$ cat config.mk
export PLATFORM = sky130hd
export DESIGN_NAME = piso_serializer
export DESIGN_NICKNAME = d
export VERILOG_FILES = /design/src/rtl/piso_pkg.sv /design/src/rtl/piso_serializer.sv
export SDC_FILE = /design/constraint.sdc
export NUM_CORES = 1
export LEC_CHECK = 0
export CORE_ASPECT_RATIO = 1.5
export CORE_MARGIN = 5
export CORE_UTILIZATION = 30
export CTS_BUF_LIST = sky130_fd_sc_hd__clkbuf_16
export CTS_CLUSTER_DIAMETER = 200
export DETAILED_ROUTE_END_ITERATION = 6
export PLACE_DENSITY = 0.61
export SYNTH_ARGS = -nofsm -noshare
export SYNTH_HDL_FRONTEND = slang
export SYNTH_SLANG_ARGS = --single-unit
$ cat constraint.sdc
create_clock -name clk -period 2.3 [get_ports clk]
set_input_delay 0.46 -clock clk [delete_from_list [all_inputs] [get_ports clk]]
set_output_delay 0.46 -clock clk [all_outputs]
set_load 0.01 [all_outputs]
$ cat src/rtl/piso_pkg.sv
`default_nettype none
// piso_pkg: shared state encoding and bit-order helper for the PISO serializer.
package piso_pkg;

   typedef enum logic [0:0] {
      IDLE  = 1'b0,
      SHIFT = 1'b1
   } state_t;

   // Picks the emitted end of the shift register given its two end bits.
   function automatic logic bit_sel(input logic sreg_msb, input logic sreg_lsb,
                                    input logic msb_first);
      return msb_first ? sreg_msb : sreg_lsb;
   endfunction

endpackage
`default_nettype wire

$ cat src/rtl/piso_serializer.sv
`default_nettype none
// piso_serializer: valid/ready word in, strobe-paced serial bits out, one-word hold buffer
// for gapless back-to-back frames.
module piso_serializer
   import piso_pkg::*;
#(
   parameter int DATA_W     = 8,
   parameter int MSB_FIRST  = 1,
   parameter bit IDLE_LEVEL = 1'b0
) (
   input  logic              clk,
   input  logic              rst,
   input  logic              flush,
   input  logic              in_valid,
   output logic              in_ready,
   input  logic [DATA_W-1:0] in_data,
   input  logic              shift_en,
   output logic              ser_out,
   output logic              ser_valid,
   output logic              frame_start,
   output logic              frame_done,
   output logic              busy
);

   localparam int CNT_W = (DATA_W > 2) ? $clog2(DATA_W) : 1;
   localparam logic [CNT_W-1:0] CNT_LAST = CNT_W'(DATA_W - 1);

   state_t            state;
   logic [DATA_W-1:0] sreg;
   logic [DATA_W-1:0] hold;
   logic              hold_full;
   logic [CNT_W-1:0]  cnt;

   logic              accept;
   logic              last_bit;
   logic              bypass;
   logic              cur_bit;
   logic [DATA_W-1:0] sreg_shifted;

   assign in_ready = !hold_full;
   assign accept   = in_valid && in_ready;
   assign busy     = (state == SHIFT) || hold_full;
   assign last_bit = (state == SHIFT) && shift_en && (cnt == CNT_LAST);
   // A word arriving on the last bit with nothing held goes straight into sreg.
   assign bypass   = last_bit && !hold_full && accept;
   assign cur_bit  = bit_sel(sreg[DATA_W-1], sreg[0], MSB_FIRST != 0);

   generate
      if (MSB_FIRST != 0) begin : g_msb_first
         assign sreg_shifted = {sreg[DATA_W-2:0], 1'b0};
      end else begin : g_lsb_first
         assign sreg_shifted = {1'b0, sreg[DATA_W-1:1]};
      end
   endgenerate

   always_ff @(posedge clk) begin
      if (rst || flush) begin
         state       <= IDLE;
         sreg        <= '0;
         hold        <= '0;
         hold_full   <= 1'b0;
         cnt         <= '0;
         ser_out     <= IDLE_LEVEL;
         ser_valid   <= 1'b0;
         frame_start <= 1'b0;
         frame_done  <= 1'b0;
      end else begin
         if (accept && !bypass) begin
            hold      <= in_data;
            hold_full <= 1'b1;
         end

         case (state)
            IDLE: begin
               ser_out     <= IDLE_LEVEL;
               ser_valid   <= 1'b0;
               frame_start <= 1'b0;
               frame_done  <= 1'b0;
               if (hold_full) begin
                  sreg      <= hold;
                  hold_full <= 1'b0;
                  cnt       <= '0;
                  state     <= SHIFT;
               end
            end
            SHIFT: begin
               if (shift_en) begin
                  ser_out     <= cur_bit;
                  ser_valid   <= 1'b1;
                  frame_start <= (cnt == '0);
                  frame_done  <= (cnt == CNT_LAST);
                  if (cnt == CNT_LAST) begin
                     cnt <= '0;
                     if (hold_full) begin
                        sreg      <= hold;
                        hold_full <= 1'b0;
                     end else if (accept) begin
                        sreg <= in_data;
                     end else begin
                        state <= IDLE;
                     end
                  end else begin
                     sreg <= sreg_shifted;
                     cnt  <= cnt + CNT_W'(1);
                  end
               end else begin
                  ser_out     <= IDLE_LEVEL;
                  ser_valid   <= 1'b0;
                  frame_start <= 1'b0;
                  frame_done  <= 1'b0;
               end
            end
            default: state <= IDLE;
         endcase
      end
   end

endmodule
`default_nettype wire

==> results.md <==
* DRT Pass-1 Iters at 4
* DP Wirelength at about 2.2 mm
* I/O Buffers at 18
* Slew Limit Fails at 0
* Clk Latency, worst-skew pair at 250 ps
* Synth cell types at 30
* Wire length per cell at between 10 and 15 µm
* Avg Cell Area, Syn at just under 9 µm²
* CP Launch Type: register
* ANT cells at 0
* FF+latch count, synth at 25
* Worst Setup End Kind: output pin
* Clk buf depth at 2
* Floorplan row count at 28
* Bufs and invs on worst path at 1
* CP delay by family, top: buffers and inverters
* Most frequent cells in the layout: 25 x dfxtp_1, 19 x a21oi_1, 18 x clkdlybuf4s50_1
* Hold buffers post-CTS at 0
* Critical path required time at between 1500 and 2000 ps
* Largest net degree at the start of global routing at 22
* CP cell instances: or2_2 > clkdlybuf4s50_1
* Number of fill cells at approximately 420
* Setup Crit Path Kind: reg2out
* Syn-to-layout area delta at 23.00%
* Slew HR at between 70% and 80%
* First-pass GRT wire length at between 4 and 5 mm
* Fmax at around 0.53 GHz
* Core area at 3994 µm²
* Synth warn at 0
* Initial antenna violation count at 0
* Final non-filler cell total at 201
* Htree depth at 1
* Global route total overflow at 0
* Setup bufs post-CTS at 0
* Clock Sinks at 25
* DP Cell Count at just under 200
* Status: complete, no violations
* Die Area at ~5600 µm²
* Layout cell share with drive strength beyond 1 at 12.18%
* Sequential area share after synthesis at 40.00%
* Final wirelength at ~2.8 mm
* Multi-input logic area at between 600 and 700 µm²
* Vias in the first global route at about 1100
* CP max-delay cell: clkdlybuf4s50_1
* Critical Path AT at 1440 ps
* Register area at roughly 500 µm²
* Starting Density at 31.33%
* Clk_skew at roughly 2.5 ps
* Total Power at 913.4 µW
* Num CTS Buffers at 3
* Tmin final at around 1900 ps
* Ports at 19
* Vias per cell at about 5.4
* Leakage at between 0.5 and 0.6 nW
* Final setup viols at 0
* RSZ-0062 raised after global routing: false
* Maximum vdd ir drop at approximately 0.00026 V
* Clk pin slew, worst setup/hold paths at approximately 60 ps
* Synth Net Count at between 150 and 200
* Syn Inst Count at between 100 and 150
* Nets at about 170
* Area after DPL at 1460 µm²
* Starting DRT DRC Count at 33
* Worst slew pin tran at around 340 ps
* Most common cell after layout, fill and taps aside: dfxtp_1
* Total Routing Usage GR at a little over a tenth
* Power Density at between 500 and 600 nW/µm²
* Antenna-violating nets left at 0
* Largest fanout on the critical path at 9
* # DRC at 0
* CP peak stage delay at 480 ps
* Total number of vias at 1079
* Post-Syn Area at ~1300 µm²
* Worst hold path type: reg2reg
* Final worst path period share at 82.41%
* Max Cap Viol at 0
* CTS tree: done
* Cell area after layout at roughly 1500 µm²
* Root buf cell: clkbuf_16
* Height of the die at ~89 µm
* RePlAce Congestion at 0.7669
* Resized cells post-CTS at 0
* TNS Setup at 0 ps
* Die X at 62.73 µm
* Final hold vios at 0
-- cells by family after synthesis --
kind of cell             Yosys count  share of synthesized area (%)
AO/OA/AOI/OAI                     45                          25.40
AND/OR/NAND/NOR                   51                          23.80
flip-flops                        25                          40.00
buffers and inverters             16                          6.100
adder cells (fa/ha/maj)            3                          3.000
multiplexers                       2                          1.700
-- layout make-up --
class | instances | share of cell area [%]
tap | 45 | 3.659
sequential | 25 | 32.52
clock buffer | 3 | 4.878
multi-input combinational | 101 | 43.82
timing repair buffer | 23 | 14.15
clock inverter | 1 | 0.2439
inverter | 3 | 0.7317
-- synth_stat cells --
library cell | count | area, µm²
clkbuf_1 | 8 | 30.03
inv_1 | 3 | 11.26
nor2b_1 | 8 | 50.05
or3b_1 | 1 | 8.760
or2_0 | 1 | 6.260
buf_6 | 2 | 22.52
and3b_1 | 8 | 70.07
mux2_2 | 1 | 11.26
buf_1 | 2 | 7.510
buf_2 | 1 | 5.000
nand2_1 | 10 | 37.54
a32oi_1 | 2 | 17.52
ha_1 | 3 | 37.54
a21oi_1 | 19 | 95.09
nor3_1 | 1 | 5.000
o21ai_0 | 15 | 75.07
or3_1 | 1 | 6.260
a311oi_2 | 8 | 120.1
mux2i_1 | 1 | 10.01
and2_1 | 2 | 12.51
a21bo_1 | 1 | 10.01
dfxtp_1 | 25 | 500.5
or2_2 | 1 | 6.260
nand4_1 | 1 | 6.260
and3_1 | 1 | 6.260
and2_4 | 1 | 8.760
nand3b_1 | 1 | 7.510
nor2_1 | 4 | 15.01
nand3_1 | 9 | 45.04
nand2b_1 | 1 | 6.260
-- stage by stage --
stage	worst slack [ps]	util, %	hold slack [ps]
after floorplan	593.5	-	430.6
after global placement	335.4	36.56	465.5
after detailed placement	280.5	36.56	465.7
after CTS	385.2	38.53	482.8
after global routing	336.7	38.53	500.7
final	404.5	38.53	483.0
-- worst paths after layout --
kind         startpoint      end  slack, ps  cells past startpoint
max reg2reg      cnt[0]  sreg[7]        520                      5
max           hold_full     busy        400                      2
min reg2reg     hold[1]  hold[1]        480                      2
min             hold[1]  hold[1]        480                      2
-- registers in the layout (all words and copies together) (netlist names) --
name	count
state	1
cnt	3
hold_full	1
ser_valid	1
sreg	8
ser_out	1
frame_done	1
hold	8
frame_start	1
-- power by group --
part / internal [mW] / total (mW) / leakage [nW] / switching (mW)
clock: 0.232 / 0.375 / 0.0423 / 0.143
combinational: 0.0452 / 0.0903 / 0.308 / 0.0451
sequential: 0.442 / 0.448 / 0.203 / 0.00593
total: 0.720 / 0.913 / 0.553 / 0.194
-- metal layers --
| layer | global-route usage, % | share of wire (%) |
|---|---|---|
| met4 | 8.108 | 2.9 |
| met3 | 0.7547 | 0.77 |
| met2 | 20.57 | 56 |
| met1 | 10.44 | 41 |
| met5 | 0 | 0 |
-- worst min-delay path, stage by stage (launching register included) --
cell     delay, ps
dfxtp_1        310
o21ai_0         70
a21oi_1         60
Power figures use the tool's default switching activity.
